## config.mk

```make
export PLATFORM = sky130hd
export DESIGN_NAME = branch_resolve_unit_flat
export DESIGN_NICKNAME = d
export VERILOG_FILES = /design/src/rtl/branch_resolve_unit_if.sv /design/src/rtl/branch_resolve_unit.sv /design/src/flat_wrapper.sv
export SDC_FILE = /design/constraint.sdc
export NUM_CORES = 1
export LEC_CHECK = 0
export ABC_AREA = 1
export CAP_MARGIN = 20
export CELL_PAD_IN_SITES_DETAIL_PLACEMENT = 2
export CELL_PAD_IN_SITES_GLOBAL_PLACEMENT = 2
export CORE_MARGIN = 2
export CORE_UTILIZATION = 34
export DETAILED_ROUTE_END_ITERATION = 10
export PLACE_DENSITY_LB_ADDON = 0.1
export SETUP_SLACK_MARGIN = 0.02
export SLEW_MARGIN = 20
export SYNTH_ARGS = -nofsm -noshare
export SYNTH_HDL_FRONTEND = slang
export SYNTH_SLANG_ARGS = --single-unit
export TNS_END_PERCENT = 30
```

## constraint.sdc

```tcl
create_clock -name clk -period 2.6 [get_ports clk]
set_input_delay 0.39 -clock clk [delete_from_list [all_inputs] [get_ports clk]]
set_output_delay 0.39 -clock clk [all_outputs]
set_load 0.02 [all_outputs]
```

## src/rtl/branch_resolve_unit_if.sv

```systemverilog
// Predictor training-update channel between the resolve unit and the IF-stage predictor.
// Latency: none, this is a bundle of wires.
// Backpressure: the predictor holds upd_ready low to stall the head entry in place.
//
// Signals:
//   upd_valid   head entry available (driven by the resolve unit)
//   upd_ready   predictor accepts the head entry this cycle
//   upd_pc      PC of the head entry
//   upd_target  target to install, 0 invalidates the BTB entry
//   upd_taken   outcome used to train the direction counter
interface branch_resolve_unit_if #(
    parameter int PC_W = 16
) ();
    logic            upd_valid;
    logic            upd_ready;
    logic [PC_W-1:0] upd_pc;
    logic [PC_W-1:0] upd_target;
    logic            upd_taken;

    modport master (
        output upd_valid,
        output upd_pc,
        output upd_target,
        output upd_taken,
        input  upd_ready
    );

    modport slave (
        input  upd_valid,
        input  upd_pc,
        input  upd_target,
        input  upd_taken,
        output upd_ready
    );
endinterface

```

## src/rtl/branch_resolve_unit.sv

```systemverilog
// Branch resolution: pipes prediction metadata IF->EX/MEM, flags mispredicts, queues training updates.
// Latency: outcome to flush/redirect_pc 0 cycles (combinational); outcome to upd_valid 1 cycle.
// Backpressure: update queue holds entries while upd_ready=0; a push into a full queue without a pop is dropped.
//
// Ports:
//   clk, reset_n                   clock, asynchronous active-low reset
//   if_*                           fetch-stage prediction metadata
//   data_stall                     load-use stall (IF/ID holds, bubble into ID/EX)
//   res_*                          actual outcome of the instruction in EX/MEM
//   flush, redirect_pc             mispredict recovery
//   upd (branch_resolve_unit_if)   training-update channel, master side
//   q_count                        update queue occupancy
//   stat_branches/mispredicts/drops  saturating counters, present only with `define BRU_STATS_EN
module branch_resolve_unit #(
    parameter int PC_W   = 16,
    parameter int QDEPTH = 4,
    parameter int CNT_W  = 16
) (
    input  logic                        clk,
    input  logic                        reset_n,
    input  logic                        if_valid,
    input  logic [PC_W-1:0]             if_pc,
    input  logic                        if_pred_taken,
    input  logic [PC_W-1:0]             if_pred_target,
    input  logic                        data_stall,
    input  logic                        res_valid,
    input  logic                        res_is_ctrl,
    input  logic                        res_is_cond,
    input  logic                        res_taken,
    input  logic [PC_W-1:0]             res_target,
    output logic                        flush,
    output logic [PC_W-1:0]             redirect_pc,
    branch_resolve_unit_if.master       upd,
    output logic [$clog2(QDEPTH):0]     q_count
`ifdef BRU_STATS_EN
    ,
    output logic [CNT_W-1:0]            stat_branches,
    output logic [CNT_W-1:0]            stat_mispredicts,
    output logic [CNT_W-1:0]            stat_drops
`endif
);
    localparam int AW = $clog2(QDEPTH);
    localparam int QW = AW + 1;

    if (QDEPTH < 2 || (QDEPTH & (QDEPTH - 1)) != 0 || CNT_W < 1) begin : g_bad_cfg
        $error("branch_resolve_unit: QDEPTH must be a power of 2 >= 2 and CNT_W >= 1");
    end

    typedef struct packed {
        logic            valid;
        logic [PC_W-1:0] pc;
        logic            pred_taken;
        logic [PC_W-1:0] pred_target;
    } meta_t;

    meta_t if_meta, if_id, id_ex, ex_mem;

    assign if_meta = '{valid: if_valid, pc: if_pc, pred_taken: if_pred_taken, pred_target: if_pred_target};

    // Flush wins over stall: everything younger than EX/MEM is wrong-path.
    always_ff @(posedge clk or negedge reset_n) begin
        if (!reset_n) begin
            if_id  <= '0;
            id_ex  <= '0;
            ex_mem <= '0;
        end else if (flush) begin
            if_id  <= '0;
            id_ex  <= '0;
            ex_mem <= '0;
        end else begin
            if (!data_stall) begin
                if_id <= if_meta;
                id_ex <= if_id;
            end else begin
                id_ex <= '0;
            end
            ex_mem <= id_ex;
        end
    end

    // Resolution
    logic            resolve;
    logic            alias_hit;
    logic            ctrl_miss;
    logic [PC_W-1:0] pc_inc;

    assign resolve   = ex_mem.valid && res_valid;
    // A non-control instruction predicted taken means the BTB entry aliases; it must be invalidated.
    assign alias_hit = resolve && !res_is_ctrl && ex_mem.pred_taken;
    assign ctrl_miss = resolve && res_is_ctrl &&
                       ((ex_mem.pred_taken != res_taken) ||
                        (ex_mem.pred_taken && res_taken && (ex_mem.pred_target != res_target)));
    assign flush       = ctrl_miss || alias_hit;
    assign pc_inc      = ex_mem.pc + {{(PC_W-1){1'b0}}, 1'b1};
    assign redirect_pc = flush ? (res_taken ? res_target : pc_inc) : '0;

    // Update queue
    logic [PC_W-1:0] q_pc  [QDEPTH];
    logic [PC_W-1:0] q_tgt [QDEPTH];
    logic            q_tkn [QDEPTH];
    logic [AW-1:0]   q_head, q_tail;
    logic [QW-1:0]   q_cnt;

    logic            push_req, push_ok, pop, full, drop;
    logic [PC_W-1:0] push_tgt;
    logic            push_tkn;

    assign push_req = resolve && (res_is_ctrl || alias_hit);
    // Not-taken conditionals still report the branch target so the BTB keeps it.
    assign push_tgt = alias_hit ? '0 :
                      ((res_taken || res_is_cond) ? res_target : ex_mem.pred_target);
    assign push_tkn = res_is_ctrl && res_taken;
    assign full     = (q_cnt == QW'(QDEPTH));
    assign pop      = upd.upd_valid && upd.upd_ready;
    // A same-cycle pop frees the slot, so a full queue can still accept.
    assign push_ok  = push_req && (!full || pop);
    assign drop     = push_req && full && !pop;

    always_ff @(posedge clk or negedge reset_n) begin
        if (!reset_n) begin
            q_head <= '0;
            q_tail <= '0;
            q_cnt  <= '0;
        end else begin
            if (push_ok) q_tail <= q_tail + 1'b1;
            if (pop)     q_head <= q_head + 1'b1;
            case ({push_ok, pop})
                2'b10:   q_cnt <= q_cnt + 1'b1;
                2'b01:   q_cnt <= q_cnt - 1'b1;
                default: q_cnt <= q_cnt;
            endcase
        end
    end

    // Storage needs no reset; occupancy alone decides what is visible.
    always_ff @(posedge clk) begin
        if (push_ok) begin
            q_pc[q_tail]  <= ex_mem.pc;
            q_tgt[q_tail] <= push_tgt;
            q_tkn[q_tail] <= push_tkn;
        end
    end

    assign upd.upd_valid  = (q_cnt != '0);
    assign upd.upd_pc     = q_pc[q_head];
    assign upd.upd_target = q_tgt[q_head];
    assign upd.upd_taken  = q_tkn[q_head];
    assign q_count        = q_cnt;

`ifdef BRU_STATS_EN
    always_ff @(posedge clk or negedge reset_n) begin
        if (!reset_n) begin
            stat_branches    <= '0;
            stat_mispredicts <= '0;
            stat_drops       <= '0;
        end else begin
            if (push_ok && stat_branches    != '1) stat_branches    <= stat_branches + 1'b1;
            if (flush   && stat_mispredicts != '1) stat_mispredicts <= stat_mispredicts + 1'b1;
            if (drop    && stat_drops       != '1) stat_drops       <= stat_drops + 1'b1;
        end
    end
`else
    logic unused_drop;
    assign unused_drop = drop;
`endif
endmodule

```

## src/flat_wrapper.sv

```systemverilog
// flat-port wrapper written by rule: the top's interface ports become plain ports
module branch_resolve_unit_flat 
#(
    parameter int PC_W   = 16,
    parameter int QDEPTH = 4,
    parameter int CNT_W  = 16
)
  (clk, reset_n, if_valid, if_pc, if_pred_taken, if_pred_target, data_stall, res_valid, res_is_ctrl, res_is_cond, res_taken, res_target, flush, redirect_pc, q_count, upd_upd_valid, upd_upd_pc, upd_upd_target, upd_upd_taken, upd_upd_ready);
  branch_resolve_unit_if #(.PC_W(PC_W)) upd_i ();
  input  logic clk;
  input  logic reset_n;
  input  logic if_valid;
  input  logic [PC_W-1:0] if_pc;
  input  logic if_pred_taken;
  input  logic [PC_W-1:0] if_pred_target;
  input  logic data_stall;
  input  logic res_valid;
  input  logic res_is_ctrl;
  input  logic res_is_cond;
  input  logic res_taken;
  input  logic [PC_W-1:0] res_target;
  output logic flush;
  output logic [PC_W-1:0] redirect_pc;
  output logic [$clog2(QDEPTH):0] q_count;
  output wire logic [$bits(upd_i.upd_valid)-1:0] upd_upd_valid;
  output wire logic [$bits(upd_i.upd_pc)-1:0] upd_upd_pc;
  output wire logic [$bits(upd_i.upd_target)-1:0] upd_upd_target;
  output wire logic [$bits(upd_i.upd_taken)-1:0] upd_upd_taken;
  input wire logic [$bits(upd_i.upd_ready)-1:0] upd_upd_ready;
  assign upd_upd_valid = upd_i.upd_valid;
  assign upd_upd_pc = upd_i.upd_pc;
  assign upd_upd_target = upd_i.upd_target;
  assign upd_upd_taken = upd_i.upd_taken;
  assign upd_i.upd_ready = upd_upd_ready;
  branch_resolve_unit #(.PC_W(PC_W), .QDEPTH(QDEPTH), .CNT_W(CNT_W)) u_core (.clk(clk), .reset_n(reset_n), .if_valid(if_valid), .if_pc(if_pc), .if_pred_taken(if_pred_taken), .if_pred_target(if_pred_target), .data_stall(data_stall), .res_valid(res_valid), .res_is_ctrl(res_is_ctrl), .res_is_cond(res_is_cond), .res_taken(res_taken), .res_target(res_target), .flush(flush), .redirect_pc(redirect_pc), .upd(upd_i), .q_count(q_count));
endmodule
```

==> impl_metrics.ini <==
[final_layout]
drive_gt1_share_pct = 23.9
nets = 1224
layout_common_cells = nand2_1, edfxtp_1, nor2_1, dfrtp_1, inv_1
area_growth_pct = 30.3
final_common_cell = nand2_1

[routing]
routed_wl_mm = 29.7
drc = 0
drtAntennaViolNets = 0
avgRoutedWirePerCell_um = 18.8
dr.first_iter.drc_count = 356
via_per_inst = 4.74
firstDrtPassIters = 4
vias = 7500

[die]
die_area_mm2 = 0.0330
fp.coreArea_mm2 = 0.0313
fp.dieW_um = 182
die_h_um = 182
start_util_pct = 34.3
ios = 112
rows = 65

[run_status]
failed_checks = negative setup slack
status = finished, violations left

[global_route]
overflow = 0
grt_pass1_wl_mm = 46.8
grt_antenna_before_repair = 6
grt_max_degree = 68
grtUsageTotal_pct = 18.4
first_global_vias = 8175

[critical_path]
crit_type = reg2out
crit_arrival_ns = 2.22
startpoint = u_core.ex_mem[17]
cp_max_fo = 2
cp.required_ns = 2.21
critPathLaunchType = register
worstReg2RegStart = u_core.ex_mem[14]
end_kind = primary output

[sta]
holdWs_ns = 0.331
min_period_over_period_pct = 100
fin_skew_ns = 0.0221
relSlewSlack_pct = 54.4
setup_viol = 1
hold_violations = 0
tightest_slew_ns = 0.683
fmax_mhz = 384
period_needed_ns = 2.61
rsz0062_at_grt = true
setup_slack_ns = -0.00696
slew_violations = 0

[synthesis]
synthTopCellsByArea = edfxtp_1, dfrtp_1, nor2_4
yosys_register_bits = 241
ys_warn_count = 0
synth_nets = 1039
yosys.area.top_type_share_pct = 36.9
syn_area_per_cell_um2 = 11.0
syn_area_mm2 = 0.0107
seq_area_frac_synth_pct = 62.3
synthCells = 974
yosys.area.top_type = edfxtp_1
ys_types = 33

[clock_network]
clock_sinks = 241
clk_latency_ns = 0.54
h-tree-depth = 1
cts_root_buf = clkbuf_16
cts_buffers = 27
cts_tree = done
cts_buffer_depth = 3
clk_pin_slew_ns = 0.06

[placement]
dp_hpwl_mm = 21.1
routabilityCongestion = 0.750
port_buffers = 111

[power_and_ir_drop]
vdd_ir_drop_max_mv = 0.431
clkPwrFrac_pct = 33.7
power.net_switching_mw = 4.00
cellLeakagePower_nw = 5.75
p_int_mw = 8.28
p_total_mw = 12.3
seqPwrFrac_pct = 37.3
p_per_area_mw_per_mm2 = 878
switching_share_pct = 32.6
combPwrFrac_pct = 29.0

[min_path]
worstHoldPathType = in2reg
hp-start = data_stall

[flow_run]
drv_cap = 0
==> repair_timing <==
action                                  4_1_cts  5_1_grt
buffers inserted                              9        4
hold endpoints to repair                     47        0
endpoints found under the setup margin       50       34
resized for setup                           153       37
hold buffers                                  1        0
pin swaps                                    14       13
==> worst max-delay path, stage by stage, from the launching register on <==
cell	delay [ns]
dfrtp_1	0.43
buf_6	0.13
nand3_2	0.10
buf_4	0.16
inv_2	0.06
nand2_2	0.06
inv_2	0.07
nand2_1	0.05
nand2_1	0.07
nand2_1	0.05
a21boi_1	0.15
buf_4	0.14
a21oi_1	0.04
buf_4	0.18
==> logic make-up after synthesis <==
group | Yosys count | share of synthesized area [%]
compound gates | 154 | 7.75
xor+xnor | 8 | 0.653
fa+ha+maj | 7 | 0.886
buf+inv | 140 | 6.06
flops | 241 | 62.3
mux | 35 | 3.26
simple gates | 389 | 19.0
==> metal layers <==
metal | vias to the layer above | part of all wire, % | GRT usage (%)
met3 | 41 | 4.4 | 3.45
met1 | 3735 | 43 | 22.8
met2 | 132 | 51 | 33.5
met4 | 12 | 1.6 | 3.51
li1 | 3580 | - | -
met5 | - | 0.27 | 0
==> worst paths after layout <==
kind / end / slack (ns) / cells after the start
max in group asynchronous: u_core.ex_mem[9] / 1.33 / 3
worst max-delay path: redirect_pc[15] / -0.007 / 13
min in group asynchronous: u_core.if_id[24] / 0.45 / 2
worst min register to register: u_core.ex_mem[31] / 0.47 / 2
worst max register to register: u_core.ex_mem[32] / 0.35 / 15
worst min-delay path: u_core.if_id[17] / 0.33 / 3
==> stage by stage <==
stage | instance area [um2] | utilization, % | std cells | setup WS, ns | setup TNS [ns]
after CTS | 13900 | 44.3 | 1578 | -0.0516 | -0.0589
final | 14000 | 44.7 | 1583 | -0.00696 | -0.00696
after global placement | 12800 | 40.8 | 1520 | -0.387 | -16.22
after global routing | 14000 | 44.7 | 1582 | -0.126 | -1.13
after detailed placement | 12800 | 40.8 | 1520 | -0.435 | -19.75
after floorplan | 10700 | - | 974 | -0.335 | -44.16
==> Yosys cell counts, drive strengths merged <==
cell type  instances
clkinv             1
xnor2              3
o22ai             33
a21boi             2
nor3               4
inv               93
o211ai             1
o21ai             80
a31oi              1
clkbuf            35
mux2i             35
xor2               5
a21oi             35
nand4              3
dfrtp            109
nand3b             2
nand3             12
o21a               1
nor2             205
fa                 1
ha                 6
nand2            163
edfxtp           132
buf               11
a22oi              1
==> power by group through the flow <==
| stage | logic (mW) | clock network [mW] | registers [mW] |
|---|---|---|---|
| final | 3.55 | 4.14 | 4.59 |
| after CTS | 3.61 | 4.24 | 4.59 |
| after global placement | 3.70 | 0 | 4.64 |
| after global routing | 3.93 | 4.39 | 4.62 |
| after detailed placement | 3.81 | 0 | 4.66 |
| after floorplan | 2.05 | 0 | 4.63 |
==> area by class of cell <==
class                      count  area, um2
fill                        3178      17300
sequential                   241       6700
multi-input combinational    593       3610
timing repair buffer         202       1840
clock buffer                  32        724
tap                          402        503
inverter                      94        353
clock inverter                18        254
antenna                        1       2.50
==> flip-flops by register name (all words and copies together) (netlist names) <==
signal / flops
u_core.ex_mem: 34
u_core.id_ex: 34
u_core.if_id: 34
u_core.q_count: 3
u_core.q_head: 2
u_core.q_pc: 64
u_core.q_tail: 2
u_core.q_tgt: 64
u_core.q_tkn: 4
Power figures use the tool's default switching activity.
